<file path="config.mk">
export PLATFORM = sky130hd
export DESIGN_NAME = nn_mac_seq_flat
export DESIGN_NICKNAME = d
export VERILOG_FILES = /design/src/rtl/nn_mac_seq_if.sv /design/src/rtl/nn_mac_seq.sv /design/src/flat_wrapper.sv
export SDC_FILE = /design/constraint.sdc
export NUM_CORES = 1
export LEC_CHECK = 0
export CAP_MARGIN = 20
export CORE_MARGIN = 2
export CORE_UTILIZATION = 30
export DETAILED_ROUTE_END_ITERATION = 16
export RECOVER_POWER = 50
export SLEW_MARGIN = 5
export SYNTH_ARGS = -nofsm -noshare
export SYNTH_HDL_FRONTEND = slang
export SYNTH_SLANG_ARGS = --single-unit
</file>
<file path="constraint.sdc">
create_clock -name clk -period 9 [get_ports clk]
set_input_delay 1.8 -clock clk [delete_from_list [all_inputs] [get_ports clk]]
set_output_delay 1.8 -clock clk [all_outputs]
set_load 0.005 [all_outputs]
</file>
<file path="src/rtl/nn_mac_seq_if.sv">
// Control and memory-read bundle for the neural-network MAC sequencer.
// The master side drives the sequencer; the slave side is the sequencer.
interface nn_mac_seq_if #(
  parameter int ACC_W = 50
);
  logic             start;
  logic             clr;
  logic             busy;
  logic             done;
  logic [9:0]       img_raddr;
  logic [7:0]       img_rdata;
  logic [15:0]      wt_raddr;
  logic [31:0]      wt_rdata;
  logic [3:0]       result;
  logic [ACC_W-1:0] best_score;

  modport master (
    output start, clr, img_rdata, wt_rdata,
    input  busy, done, img_raddr, wt_raddr, result, best_score
  );

  modport slave (
    input  start, clr, img_rdata, wt_rdata,
    output busy, done, img_raddr, wt_raddr, result, best_score
  );
endinterface

</file>
<file path="src/rtl/nn_mac_seq.sv">
// Sequential dot-product classifier: one MAC per cycle over every pixel for each
// output neuron, then a running signed argmax across neurons.
//   state | meaning
//   IDLE  | waiting for start
//   RUN   | issuing pixel/weight reads for the current neuron
//   DRAIN | last read's product lands in the accumulator
//   CMP   | compare accumulator against best so far, step neuron
//   DONE  | one-cycle completion pulse
module nn_mac_seq #(
  parameter int N_PIX = 784,
  parameter int N_OUT = 10,
  parameter int ACC_W = 50
) (
  input  logic        clk,
  input  logic        rst_n,
  nn_mac_seq_if.slave bus
);

  typedef enum logic [2:0] {S_IDLE, S_RUN, S_DRAIN, S_CMP, S_DONE} state_t;

  localparam logic signed [ACC_W-1:0] ACC_MIN = {1'b1, {(ACC_W-1){1'b0}}};

  state_t                  state, state_nxt;
  logic [9:0]              pix;
  logic [3:0]              neuron;
  logic [15:0]             wt_addr;
  logic                    valid;
  logic signed [ACC_W-1:0] acc;
  logic signed [ACC_W-1:0] work_best;
  logic [3:0]              work_result;
  logic signed [40:0]      wt_ext, px_ext, prod;
  logic signed [ACC_W-1:0] prod_ext;
  logic                    last_pix, last_neuron, better;

  assign wt_ext      = {{9{bus.wt_rdata[31]}}, bus.wt_rdata};
  assign px_ext      = {33'd0, bus.img_rdata};
  assign prod        = wt_ext * px_ext;
  assign prod_ext    = {{(ACC_W-41){prod[40]}}, prod};
  assign last_pix    = (pix == 10'(N_PIX - 1));
  assign last_neuron = (neuron == 4'(N_OUT - 1));
  assign better      = (acc > work_best);

  always_ff @(posedge clk or negedge rst_n) begin
    if (!rst_n) state <= S_IDLE;
    else        state <= state_nxt;
  end

  always_comb begin
    state_nxt = state;
    case (state)
      S_IDLE:  if (bus.start) state_nxt = S_RUN;
      S_RUN:   if (last_pix) state_nxt = S_DRAIN;
      S_DRAIN: state_nxt = S_CMP;
      S_CMP:   state_nxt = last_neuron ? S_DONE : S_RUN;
      S_DONE:  state_nxt = S_IDLE;
      default: state_nxt = S_IDLE;
    endcase
    if (bus.clr) state_nxt = S_IDLE;
  end

  always_comb begin
    bus.busy      = (state != S_IDLE);
    bus.done      = (state == S_DONE);
    bus.img_raddr = '0;
    bus.wt_raddr  = '0;
    if (state == S_RUN) begin
      bus.img_raddr = pix;
      bus.wt_raddr  = wt_addr;
    end
  end

  // Weight address runs continuously across neurons, so it always equals
  // neuron*N_PIX + pix without a multiplier.
  always_ff @(posedge clk or negedge rst_n) begin
    if (!rst_n) begin
      pix            <= '0;
      neuron         <= '0;
      wt_addr        <= '0;
      valid          <= 1'b0;
      acc            <= '0;
      work_best      <= '0;
      work_result    <= '0;
      bus.result     <= '0;
      bus.best_score <= '0;
    end else if (bus.clr) begin
      pix     <= '0;
      neuron  <= '0;
      wt_addr <= '0;
      valid   <= 1'b0;
      acc     <= '0;
    end else begin
      valid <= (state == S_RUN);
      if (valid) acc <= acc + prod_ext;
      case (state)
        S_IDLE: begin
          if (bus.start) begin
            pix         <= '0;
            neuron      <= '0;
            wt_addr     <= '0;
            acc         <= '0;
            work_best   <= ACC_MIN;
            work_result <= '0;
          end
        end
        S_RUN: begin
          pix     <= pix + 10'd1;
          wt_addr <= wt_addr + 16'd1;
        end
        S_CMP: begin
          acc <= '0;
          pix <= '0;
          if (better) begin
            work_best   <= acc;
            work_result <= neuron;
          end
          // Visible outputs only change on a completed run, so an abort keeps the
          // previous answer.
          if (last_neuron) begin
            bus.result     <= better ? neuron : work_result;
            bus.best_score <= better ? acc : work_best;
          end else begin
            neuron <= neuron + 4'd1;
          end
        end
        default: ;
      endcase
    end
  end

endmodule

</file>
<file path="src/flat_wrapper.sv">
// flat-port wrapper written by rule: the top's interface ports become plain ports
module nn_mac_seq_flat 
#(
  parameter int N_PIX = 784,
  parameter int N_OUT = 10,
  parameter int ACC_W = 50
)
  (clk, rst_n, bus_start, bus_clr, bus_img_rdata, bus_wt_rdata, bus_busy, bus_done, bus_img_raddr, bus_wt_raddr, bus_result, bus_best_score);
  nn_mac_seq_if #(.ACC_W(ACC_W)) bus_i ();
  input  logic clk;
  input  logic rst_n;
  input wire logic [$bits(bus_i.start)-1:0] bus_start;
  input wire logic [$bits(bus_i.clr)-1:0] bus_clr;
  input wire logic [$bits(bus_i.img_rdata)-1:0] bus_img_rdata;
  input wire logic [$bits(bus_i.wt_rdata)-1:0] bus_wt_rdata;
  output wire logic [$bits(bus_i.busy)-1:0] bus_busy;
  output wire logic [$bits(bus_i.done)-1:0] bus_done;
  output wire logic [$bits(bus_i.img_raddr)-1:0] bus_img_raddr;
  output wire logic [$bits(bus_i.wt_raddr)-1:0] bus_wt_raddr;
  output wire logic [$bits(bus_i.result)-1:0] bus_result;
  output wire logic [$bits(bus_i.best_score)-1:0] bus_best_score;
  assign bus_i.start = bus_start;
  assign bus_i.clr = bus_clr;
  assign bus_i.img_rdata = bus_img_rdata;
  assign bus_i.wt_rdata = bus_wt_rdata;
  assign bus_busy = bus_i.busy;
  assign bus_done = bus_i.done;
  assign bus_img_raddr = bus_i.img_raddr;
  assign bus_wt_raddr = bus_i.wt_raddr;
  assign bus_result = bus_i.result;
  assign bus_best_score = bus_i.best_score;
  nn_mac_seq #(.N_PIX(N_PIX), .N_OUT(N_OUT), .ACC_W(ACC_W)) u_core (.clk(clk), .rst_n(rst_n), .bus(bus_i));
endmodule
</file>
==> impl_summary.log <==
INFO  metric outcome = finished with violations
INFO  metric violated_checks = max-capacitance violations, max-slew violations
INFO  metric critical-path-max-stage-delay = roughly 0.95 ns
INFO  metric yosysMostFrequentCell = sky130_fd_sc_hd__inv_1
INFO  metric first_global_vias = between 15,000 and 20,000
INFO  metric dp_hpwl = 40,000 µm
INFO  metric area_fraction_in_compound_gates_after_synthesis = 0.119
INFO  metric synthDistinctLibCells = 65
INFO  metric core_region_area = between 60,000 and 70,000 µm²
INFO  metric fin_nets = 2,758
INFO  metric worst-endpoint-required = 9.37 ns
INFO  metric final.fill_count = 6,947
INFO  metric regToRegSetupSlack = 4.63 ns
INFO  metric critPathSlowestCell = sky130_fd_sc_hd__clkdlybuf4s50_1
INFO  metric timing.critical_path.to_type = flip-flop
INFO  metric maximum_number_of_pins_on_one_net_before_global_route_repair = 109
INFO  metric final_period_minus_worst_setup_slack = 8.30 ns
INFO  metric cp_cell_sequence = clkdlybuf4s50_1 > nand2_1 > fa_1 > inv_1 > fa_1 > inv_1 > fa_1 > inv_1 > fa_1 > inv_1 > fa_1 > inv_1 > ha_1 > and3_1 > nand3_1 > or3_1 > o32ai_1 > nor2_1 > o31ai_1 > a21oi_1 > xor2_1 > a211oi_1
INFO  metric worst_hold_margin = 0.472 ns
INFO  metric first_pass_iters = 4
INFO  metric synth_area_leaders = sky130_fd_sc_hd__fa_1 24%, sky130_fd_sc_hd__dfrtp_1 24%, sky130_fd_sc_hd__ha_1 9.5%, sky130_fd_sc_hd__inv_1 7.0%, sky130_fd_sc_hd__and2_1 5.0%
INFO  metric number_of_drc_markers_after_the_initial_detailed_route_iteration = 769
INFO  metric whs_endpoint = u_core.bus.result[2]
INFO  metric grt_first_pass_wirelength = 83,300 µm
INFO  metric setup_total_negative_slack = 0 ns
INFO  metric drc = 0
INFO  metric skew = ~0.022 ns
INFO  metric setup.worst_path.start_class = input port
INFO  metric floorplan.initialDensity = 0.302
INFO  metric final_setup_violations = 0
INFO  metric die_area = 69,300 µm²
INFO  metric number_of_flops_mapped_to_enable_cells_by_yosys = 0
INFO  metric vias_per_cell = 4.74
INFO  metric async_reset_ff_frac = 1.00
INFO  metric number_of_antenna_violations_at_the_first_check_in_global_routing = 2
INFO  metric critPathKind = input port to flip-flop
INFO  metric report.final.slew_viol_count = a little under 200
INFO  metric post_synth_xor_area_fraction = 0.0287
INFO  metric groute.usage.overall = 0.150
INFO  metric cp_data_arrival_time = 8.66 ns
INFO  metric die_w = 263 µm
INFO  metric clock_tree.buffer_depth = 2
INFO  metric clock.fmax = around 0.12 GHz
INFO  metric area_growth = 13.7%
INFO  metric worstSkewPairLatency = 0.46 ns
INFO  metric synth_top_flop_cell = sky130_fd_sc_hd__dfrtp_1
INFO  metric holdCritPathClass = flip-flop to flip-flop
INFO  metric clock_buffers_created_by_tritoncts = 17
INFO  metric rr_worst_depth = 12
INFO  metric unrepaired_setup_endpoints_after_global_routing = false
INFO  metric ant_nets = 0
INFO  metric numClockSinks = about 190
INFO  metric synth_simple_gate_area_share = 0.160
INFO  metric fin_crit_sh = 0.922
INFO  metric hold_buf_cts = 0
INFO  metric grt_remaining_overflow = 0
INFO  metric cts_htree_levels = 4
INFO  metric io_pins = 126
INFO  metric tightestPinTransition = 4.02 ns
INFO  metric power_density = 328 nW/µm²
INFO  metric total_standard_cell_area_after_synthesis = roughly 20,000 µm²
INFO  metric min_from = u_core.bus.result[2]
INFO  metric number_of_cells_traversed_by_the_worst_hold_path = 2
INFO  metric netlist.area_leader.share = 0.244
INFO  metric synthTopCellsByCount = 374 x sky130_fd_sc_hd__inv_1, 256 x sky130_fd_sc_hd__nand2_1, 246 x sky130_fd_sc_hd__fa_1
INFO  metric yosysSeqAreaShare = 0.238
INFO  metric total_number_of_yosys_warnings = 0
INFO  metric cts.repair.resized = 0
INFO  metric detail_route.wirelength = 50,600 µm
INFO  metric row_count = 95
INFO  metric post_cts.repair.setup_buffers = 0
INFO  metric critPathMaxFanout = 15
INFO  metric antenna-diode-count = 0
INFO  metric yosys.area_share.adder = 0.339
INFO  metric gp_congestion = 0.856
INFO  metric synth.largest_area_cell = sky130_fd_sc_hd__fa_1
INFO  metric p_leak = approximately 11 nW
INFO  metric terminus_of_the_critical_flop_to_flop_path = u_core.bus.best_score[21]
INFO  metric syn-instance-count = 2,239
INFO  metric drive_above_1_share = 0.0314
INFO  metric synth_fp_nets = 2,682
INFO  metric io_buffer_count = 125
INFO  metric yosys_register_bits = roughly 190
INFO  metric maxCapViolCount = 3
INFO  metric route.vias.total = 15,200
INFO  metric synth_top_family_by_area = adder cells
INFO  metric post_synthesis_area_per_instance = roughly 9 µm²
INFO  metric synth.area.mux_share = 0.0250
INFO  metric ir_worst_vdd = 0.000207 V
INFO  metric ctsRootBufferMaster = sky130_fd_sc_hd__clkbuf_16
INFO  metric worstReg2RegStart = u_core.acc[49]
INFO  metric wl_per_cell = 15.8 µm
INFO  metric worst_slew_margin_rel = -1.68
INFO  metric cts_tree = built
INFO  metric clk_pin_slew = around 0.08 ns
INFO  metric floorplan.die.height = about 260 µm
INFO  metric hold_viol_final = 0
==> stage by stage <==
stage / power [mW] / util / std cells / worst slack (ns) / area (µm²)
detailed placement: 6.77 / 0.334 / 3169 / 0.357 / 22300
global route: 8.34 / 0.343 / 3199 / 0.325 / 22900
floorplan: 5.35 / - / 2239 / 1.61 / 20100
global placement: 6.77 / 0.334 / 3168 / 0.450 / 22300
CTS: 7.60 / 0.343 / 3199 / 0.829 / 22900
finish: 7.53 / 0.343 / 3199 / 0.703 / 22900
==> where the power goes <==
part,switching [mW],leakage [nW],internal [mW],total [mW]
Sequential,0.0916,2.54,0.935,1.03
Combinational,3.48,8.21,2.23,5.71
Clock,0.351,0.284,0.436,0.788
==> cells in the final DEF (no fill, tap or decap), drive strengths merged, types with 4 or more instances in the layout <==
cell / synthesis / final
nand3b: 5 / 5
nand3: 22 / 22
a211oi: 13 / 13
clkdlybuf4s50: 0 / 92
ha: 153 / 153
nand2b: 7 / 7
nor2: 145 / 145
xnor2: 33 / 33
and3: 9 / 9
xor2: 33 / 33
mux2i: 48 / 48
dlygate4sd3: 0 / 32
and2: 163 / 163
o211ai: 5 / 5
clkinv: 1 / 5
inv: 374 / 377
nand2: 256 / 256
o21ai: 119 / 119
a31oi: 8 / 8
clkbuf: 77 / 21
nand4: 27 / 27
dfrtp: 192 / 192
or2: 5 / 5
a21boi: 4 / 4
nor3: 15 / 15
a21oi: 116 / 116
buf: 18 / 25
fa: 246 / 246
or3: 9 / 9
a22o: 54 / 54
a21o: 26 / 26
nor2b: 4 / 4
o21bai: 6 / 6
o31ai: 5 / 5
==> layout make-up <==
| class | instances | area [µm²] | area share |
|---|---|---|---|
| multi-input combinational | 1577 | 13600 | 0.593 |
| sequential | 192 | 4810 | 0.210 |
| timing repair buffer | 152 | 1440 | 0.0629 |
| inverter | 375 | 1410 | 0.0614 |
| tap | 873 | 1090 | 0.0477 |
| clock buffer | 18 | 429 | 0.0187 |
| clock inverter | 12 | 158 | 0.00688 |
==> cell families after synthesis <==
group,Yosys count
AOI/OAI and AO/OA,382
xor gates and xnor gates,66
adders and majority gates,399
buffers and inverters,470
DFF,192
muxes,50
and+or+nand+nor,680
==> registers in the layout, summed over array words and instances (netlist names) <==
signal,cells
u_core.acc,50
u_core.bus.best_score,50
u_core.bus.result,4
u_core.neuron,4
u_core.pix,10
u_core.state,3
u_core.valid,1
u_core.work_best,50
u_core.work_result,4
u_core.wt_addr,16
==> how the worst max path moves through the flow <==
stage                     cells past startpoint  slack (ns)        endpoint              from
after floorplan                              22        1.61  u_core.acc[49]  bus_img_rdata[0]
after global placement                       22        0.45  u_core.acc[47]  bus_img_rdata[0]
after detailed placement                     22        0.36  u_core.acc[47]  bus_img_rdata[0]
after CTS                                    22        0.83  u_core.acc[47]  bus_img_rdata[0]
after global routing                         22        0.32  u_core.acc[47]  bus_img_rdata[0]
final                                        22        0.70  u_core.acc[47]  bus_img_rdata[0]
==> metal layers <==
layer  global-route usage  up-vias  share of wire
met2                0.265      167           0.52
met5                    0        -              0
met1                0.195     7647           0.44
met3               0.0201       32          0.024
met4               0.0295        0          0.014
li1                     -     7319              -
==> worst max-delay path, delay by kind of cell <==
kind / cells / cell delay (ns)
compound gates: 4 / 1.20
xor+xnor: 1 / 0.15
fa+ha+maj: 6 / 2.98
buf+inv: 6 / 1.28
simple gates: 5 / 1.25
Power figures use the tool's default switching activity.
